--- src/rtl/red_led_ctrl.sv ---
// Register-programmed sequencer for the red LED bank: static, blink and rotate
// chase modes on a prescaled tick, with global PWM dimming and bus readback.
module red_led_ctrl #(
  parameter int WIDTH    = 16,
  parameter int PRESCALE = 50000,
  parameter int PWM_BITS = 8
) (
  input  logic             clk,
  input  logic             reset,
  input  logic             we,
  input  logic [1:0]       addr,
  input  logic [15:0]      wdata,
  output logic [15:0]      rdata,
  output logic [WIDTH-1:0] led_out,
  output logic             step
);

  localparam int              PS_W    = (PRESCALE > 1) ? $clog2(PRESCALE) : 1;
  localparam logic [PS_W-1:0] PS_LAST = PS_W'(PRESCALE - 1);

  localparam logic [1:0] MODE_STATIC = 2'd0;
  localparam logic [1:0] MODE_BLINK  = 2'd1;
  localparam logic [1:0] MODE_ROTL   = 2'd2;
  localparam logic [1:0] MODE_ROTR   = 2'd3;

  localparam logic [1:0] ADDR_PATTERN = 2'd0;
  localparam logic [1:0] ADDR_MODE    = 2'd1;
  localparam logic [1:0] ADDR_PERIOD  = 2'd2;
  localparam logic [1:0] ADDR_DUTY    = 2'd3;

  logic [WIDTH-1:0]    pattern_q, pattern_d;
  logic [WIDTH-1:0]    work_q, work_d;
  logic [1:0]          mode_q, mode_d;
  logic [15:0]         period_q, period_d;
  logic [PWM_BITS-1:0] duty_q, duty_d;
  logic                phase_q, phase_d;
  logic [PS_W-1:0]     prescale_cnt_q, prescale_cnt_d;
  logic [15:0]         step_cnt_q, step_cnt_d;
  logic [PWM_BITS-1:0] pwm_cnt_q, pwm_cnt_d;
  logic [WIDTH-1:0]    led_q, led_d;
  logic [15:0]         rdata_q, rdata_d;
  logic                step_q, step_d;

  logic        tick;
  logic [15:0] period_eff;
  logic [16:0] step_cnt_inc;
  logic        step_event;
  logic        pwm_on;

  assign tick         = (prescale_cnt_q == PS_LAST);
  assign period_eff   = (period_q == 16'd0) ? 16'd1 : period_q;
  assign step_cnt_inc = {1'b0, step_cnt_q} + 17'd1;
  // A bus write in the same cycle always pre-empts the step.
  assign step_event   = tick && !we && (step_cnt_inc >= {1'b0, period_eff});

  // State register
  always_ff @(posedge clk or negedge reset) begin
    if (!reset) begin
      pattern_q      <= '0;
      work_q         <= '0;
      mode_q         <= MODE_STATIC;
      period_q       <= 16'd1;
      duty_q         <= '1;
      phase_q        <= 1'b1;
      prescale_cnt_q <= '0;
      step_cnt_q     <= '0;
      pwm_cnt_q      <= '0;
      led_q          <= '0;
      rdata_q        <= '0;
      step_q         <= 1'b0;
    end else begin
      pattern_q      <= pattern_d;
      work_q         <= work_d;
      mode_q         <= mode_d;
      period_q       <= period_d;
      duty_q         <= duty_d;
      phase_q        <= phase_d;
      prescale_cnt_q <= prescale_cnt_d;
      step_cnt_q     <= step_cnt_d;
      pwm_cnt_q      <= pwm_cnt_d;
      led_q          <= led_d;
      rdata_q        <= rdata_d;
      step_q         <= step_d;
    end
  end

  // Next-state: free-running counters, register writes and step sequencing
  always_comb begin
    pattern_d      = pattern_q;
    work_d         = work_q;
    mode_d         = mode_q;
    period_d       = period_q;
    duty_d         = duty_q;
    phase_d        = phase_q;
    step_cnt_d     = step_cnt_q;
    prescale_cnt_d = tick ? '0 : prescale_cnt_q + PS_W'(1);
    pwm_cnt_d      = pwm_cnt_q + PWM_BITS'(1);

    if (we) begin
      case (addr)
        ADDR_PATTERN: begin
          pattern_d  = WIDTH'(wdata);
          work_d     = WIDTH'(wdata);
          phase_d    = 1'b1;
          step_cnt_d = '0;
        end
        ADDR_MODE: begin
          mode_d     = wdata[1:0];
          work_d     = pattern_q;
          phase_d    = 1'b1;
          step_cnt_d = '0;
        end
        ADDR_PERIOD: begin
          period_d   = wdata;
          step_cnt_d = '0;
        end
        default: begin
          duty_d = wdata[PWM_BITS-1:0];
        end
      endcase
    end else if (tick) begin
      if (step_event) begin
        step_cnt_d = '0;
        case (mode_q)
          MODE_BLINK: phase_d = !phase_q;
          MODE_ROTL:  work_d  = {work_q[WIDTH-2:0], work_q[WIDTH-1]};
          MODE_ROTR:  work_d  = {work_q[0], work_q[WIDTH-1:1]};
          default:    work_d  = work_q;
        endcase
      end else begin
        step_cnt_d = step_cnt_inc[15:0];
      end
    end
  end

  // Outputs: dimmed LED drive, step pulse and readback mux
  always_comb begin
    pwm_on = (duty_q == '1) || (pwm_cnt_q < duty_q);
    led_d  = '0;
    if (!(mode_q == MODE_BLINK && !phase_q) && pwm_on) begin
      led_d = work_q;
    end
    step_d = step_event;
    case (addr)
      ADDR_PATTERN: rdata_d = 16'(pattern_q);
      ADDR_MODE:    rdata_d = {14'd0, mode_q};
      ADDR_PERIOD:  rdata_d = period_q;
      default:      rdata_d = 16'(duty_q);
    endcase
  end

  assign led_out = led_q;
  assign rdata   = rdata_q;
  assign step    = step_q;

endmodule

--- config.mk ---
export PLATFORM = sky130hd
export DESIGN_NAME = red_led_ctrl
export DESIGN_NICKNAME = d
export VERILOG_FILES = /design/src/rtl/red_led_ctrl.sv
export SDC_FILE = /design/constraint.sdc
export NUM_CORES = 1
export LEC_CHECK = 0
export CORE_ASPECT_RATIO = 1.75
export CORE_MARGIN = 1
export CORE_UTILIZATION = 50
export CTS_BUF_LIST = sky130_fd_sc_hd__clkbuf_4 sky130_fd_sc_hd__clkbuf_8
export DETAILED_ROUTE_END_ITERATION = 8
export GPL_TIMING_DRIVEN = 0
export PLACE_DENSITY = 0.7
export SYNTH_ARGS = -nofsm -noshare
export SYNTH_HDL_FRONTEND = slang
export SYNTH_SLANG_ARGS = --single-unit
--- constraint.sdc ---
create_clock -name clk -period 9.8 [get_ports clk]
set_input_delay 2.94 -clock clk [delete_from_list [all_inputs] [get_ports clk]]
set_output_delay 2.94 -clock clk [all_outputs]
set_load 0.02 [all_outputs]
### Yosys cells after proc, flatten, opt, wreduce, memory -nomap -nowiden

Index checks and enable logic that the tools add are counted.

* add/sub/neg operators: 3
* muxes and demuxes: 18
* eq/ne operators: 10
* reductions and logical operators: 23
* bitwise operators: 1
* order comparisons: 2

Operator list (number)
* 16-bit two-way mux: 10
* 16-bit case mux with 2 select lines: 2
* 16-bit case mux with 3 select lines: 1
* 16-bit by 1-bit adder with 17-bit output, second input constant: 1
* 17-bit by 16-bit >= comparator with 1-bit output: 1
* 16-bit by 1-bit adder with 16-bit output, second input constant: 1
* 16-bit == test, second input constant: 1
* 16-bit zero test: 1
* 2-bit AND reduction: 5
* 8-bit by 1-bit adder with 8-bit output, second input constant: 1
* 8-bit == test, second input constant: 1
* 8-bit < comparator: 1
* 4-bit AND reduction: 2
* 2-bit == test, second input constant: 3
* 2-bit nonzero test: 3
* 1-bit two-way mux: 5
* 2-bit by 1-bit == test with 1-bit output, second input constant: 2
* 1-bit logical AND: 4
* 2-bit inequality test, second input constant: 2
* 1-bit zero test: 3
* 3-bit by 1-bit inequality test with 1-bit output, second input constant: 1
* 3-bit nonzero test: 1
* 3-bit OR reduction: 1
* 2-bit zero test: 1
* 3 further kinds: 3

* bits of input ports: 21
* logic and storage cells: 69
* register bits: 132

### Depth between registers and ports, before layout

Gate-level depths: netlist of the first run.

* depth after elaboration: 7
* gate-level depth with buffers: 17
* depth with buffers taken out: 14

### Worst setup path before layout of the first run

No wires, ideal clock.

* kind: input port to flip-flop
* start: in we
* end: reg pattern_q[10]
* path buffers: 3
* library setup time: 125 ps
* slack: 5317 ps
* arrival: 4359 ps
* stages on the path: 6
* cells stage by stage: clkbuf_8 > nand2b_1 > clkbuf_1 > nor2_1 > clkbuf_1 > mux2_2

* cells in the longest elaborated chain, start to end: 1

RTL lines
* from (decl): RTL line 10 `input logic we,`
* 2-bit AND reduction (no line)
* to (signal assigned): RTL line 72 `pattern_q <= pattern_d;`
* to (decl): RTL line 31 `logic [WIDTH-1:0] pattern_q, pattern_d;`

No other way between the ends.
A chain may end at the register's enable or synchronous reset.

### Worst setup path in the final report of the first run

* start: in addr[1]
* end: reg pattern_q[6]

* cells in the longest elaborated chain, start to end: 2

RTL lines
* from (decl): RTL line 11 `input logic [1:0] addr,`
* 2-bit zero test: RTL line 100 `case (addr)`
* 2-bit AND reduction (no line)

No other way between the ends.

==> out/metrics.yaml, run 1 <==
outcome: "complete, no violations"
p_leak_nw: 3.50
critPathSlowestCell: "nor2_1"
worst_clock_skew_ns: 0.00903
ys_types: 65
cts_hold_buffers: 0
p_per_area_nw_per_um2: 181
p_int_mw: 1.03
cts_sinks: 132
yosys-top-cells-count: "dfrtp_1, mux2_2, mux2i_1"
switching_share_pct: 28.8
reg2reg_from: "step_cnt_q[3]"
port_buffers: 52
layout-drive-gt1-share_pct: 22.1
root_buffer: "clkbuf_8"
multi_input_area_um2: 3250
worst_pin_slew_ns: 0.814
htreeDepth: 4
rows: 56
final_nets: 704
worstSetupStartpoint: "addr[1]"
rsz0062_at_grt: "false"
criticalPathCategory: "in -> reg"
relSlewSlack_pct: 45.3
finalPower_mw: 1.45
final_cell_area_um2: 8010
worstPathArrival_ns: 5.31
finalCritPeriodShare_pct: 50.9
vias: 4775
post_cts_buffers: 0
crit_fanout: 10
timing.hold.ws_ns: 0.484
endpoint_kind: "flop"
antenna_found_initial: 0
required_ns: 10.11
fin_ws_ns: 4.81
initial_core_util_pct: 51.0
viasPerCell: 5.66
path_clk_slew_ns: 0.07
cts_buffers: 17
grt_pass1_vias: 5283
globalplace.congestion: 0.858
p_clk_share_pct: 33.3
ys_seq_area_share_pct: 48.6
fp.dieH_um: 157
ys.warnings.count: 0
power_switching_mw: 0.417
core_um2: 13400
pre_cts_ws_ns: 4.34
cp_common_cell: "clkbuf_1"
dieArea_um2: 14100
yosysMostFrequentCell: "dfrtp_1"
insertion_delay_ns: 0.43
finalHoldViolCount: 0
synth_top_area_cell: "dfrtp_1"
dominantRegCellSynth: "dfrtp_1"
syn_nets: 632
drt_pass1_iterations: 4
comb_power_share_pct: 19.6
async_flop_share_pct: 100
syn_to_final_growth_pct: 17.4
dr.first_iter.drc_count: 202
setup-tns-final_ns: 0
grtUsageTotal_pct: 23.4
maxCapViolCount: 0
syn_inst: 585
die_x_um: 90.3
synth_area_leaders: "dfrtp_1, mux2_2, ha_1, mux2i_1, dfstp_2"
fillCellCount: 1092
place_hpwl_mm: 11.7
finalSetupViolations: 0
cp_cell_sequence: "clkdlybuf4s50_1, nand2b_1, clkbuf_1, nor2_1, clkbuf_1, mux2_2"
seqPwrFrac_pct: 47.1
dpl_cell_area_um2: 7590
period_needed_ns: 4.99
ant_nets: 0
clk_path_buf_depth: 2
grt_pass1_wl_mm: 25.8
post-route-drc-count: 0
seq_area_um2: 3320
avgSynthCellArea_um2: 11.7
worstHoldStart: "pwm_cnt_q[7]"
synth.ff_latch_count: 132
synth_top_area_share_pct: 44.8
worst_setup_path_start_kind: "input pin"
grt_max_degree: 73
ir_worst_vdd_mv: 0.141
io_pins: 54
n_antenna_cell: 0
gr-total-overflow: 0
fmax_mhz: 200
slew_viol_final: 0
synth_area_um2: 6820
routed_wl_mm: 15.5
wl_per_cell_um: 18.4
cts_resized: 0
cts_tree: "yes"
synth_edf_count: 0
hp-class: "reg -> reg"
slowest_delay_ns: 0.56
-- placed cells by master, fill, tap and decap left out, types with 4 or more instances in the layout --
cell	Yosys	layout
o22ai_1	19	19
o21ai_1	4	4
clkdlybuf4s50_1	0	51
clkinvlp_4	0	4
dfstp_2	10	10
nor2_1	29	29
and2_1	4	4
nand4_1	10	10
inv_1	27	27
mux2i_1	30	30
ha_1	26	26
nand2_1	25	25
nor3_1	5	5
xnor2_1	20	20
clkbuf_8	1	19
and3_1	7	7
o21a_1	4	4
dfrtp_1	122	122
a22o_1	10	10
nor3b_1	17	17
nor4_1	4	4
o21ai_0	12	12
mux2_2	74	74
nand3_1	16	16
xor2_1	12	12
clkbuf_1	15	15
a21oi_1	25	25
-- registers in the layout (all words and copies together), names as in the netlist --
signal          flops
phase_q             1
mode_q              2
duty_q              8
pwm_cnt_q           8
pattern_q          16
work_q             16
led_out            16
period_q           16
prescale_cnt_q     16
rdata              16
step_cnt_q         16
step                1
-- path summary, 6_finish.rpt --
kind                       slack (ns)  cells after the start             end
min in group asynchronous        2.46                      1  step_cnt_q[11]
min                              0.48                      1    pwm_cnt_q[7]
max                              4.81                      6    pattern_q[6]
max in group asynchronous        6.56                      2     period_q[0]
min reg2reg                      0.48                      1    pwm_cnt_q[7]
max reg2reg                      5.93                     14      work_q[14]
-- logic make-up (layout without fill, tap and decap cells) --
family	count (synthesis)	after routing	synth area share [%]
buffers and inverters	54	139	3.67
muxes	106	106	17.3
DFF	132	132	48.6
and+or+nand+nor	143	143	12.5
adders and majority gates	26	26	4.77
AOI/OAI and AO/OA	92	92	9.08
xor gates and xnor gates	32	32	4.11
-- critical path: cells and delay by family --
kind	cells	cell delay [ns]
mux	1	0.40
buf+inv	3	1.21
simple gates	2	0.75
-- power by group through the flow --
stage,Sequential [mW],Combinational [mW],Clock [mW]
after floorplan,0.701,0.146,0
after global routing,0.690,0.310,0.511
after global placement,0.689,0.275,0
final,0.682,0.284,0.481
after CTS,0.681,0.287,0.490
after detailed placement,0.692,0.285,0
-- layout make-up --
class	count	share of cell area, %
multi-input cells	399	40.6
plain buffers	25	1.77
inverters	29	1.36
clock inverters	12	1.95
flip-flops and latches	132	41.4
well taps	174	2.72
clock buffers	20	3.28
repair buffers	53	6.86
-- through the flow --
stage	cells	util, %
floorplan	585	-
global placement	811	56.5
detailed placement	812	56.7
CTS	844	59.8
global route	844	59.8
finish	844	59.8
-- per-layer routing --
metal | up-vias | GRT usage (%) | wire length, um
met5 | - | 0 | 0
met4 | 0 | 13.4 | 698
met3 | 43 | 3.74 | 334
met2 | 94 | 43.9 | 8470
met1 | 2384 | 24.5 | 6020
li1 | 2254 | - | -
(Power assumes the default switching activity.)
==> inputs of run 2 (changes only) <==
- clock period: 9.8 -> 4.7 ns (I/O delays scaled with it)
==> results of run 2 <==
The final DEF is identical to that of run 1. Status: complete, no violations.
Main changes from that run: setup slack after placement 4.34 ns -> 0.767 ns; clock-pin slew on the worst setup and hold paths 0.07 ns -> 0.08 ns; setup slack after layout 4.81 ns -> 0.833 ns; start point of the critical path addr[1] -> step_cnt_q[3]; end point of the critical path pattern_q[6] -> work_q[14]; register-to-register setup slack 5.93 ns -> 0.83 ns; total power 1.45 mW -> 3.02 mW; worst IR drop on VDD 0.141 mV -> 0.294 mV
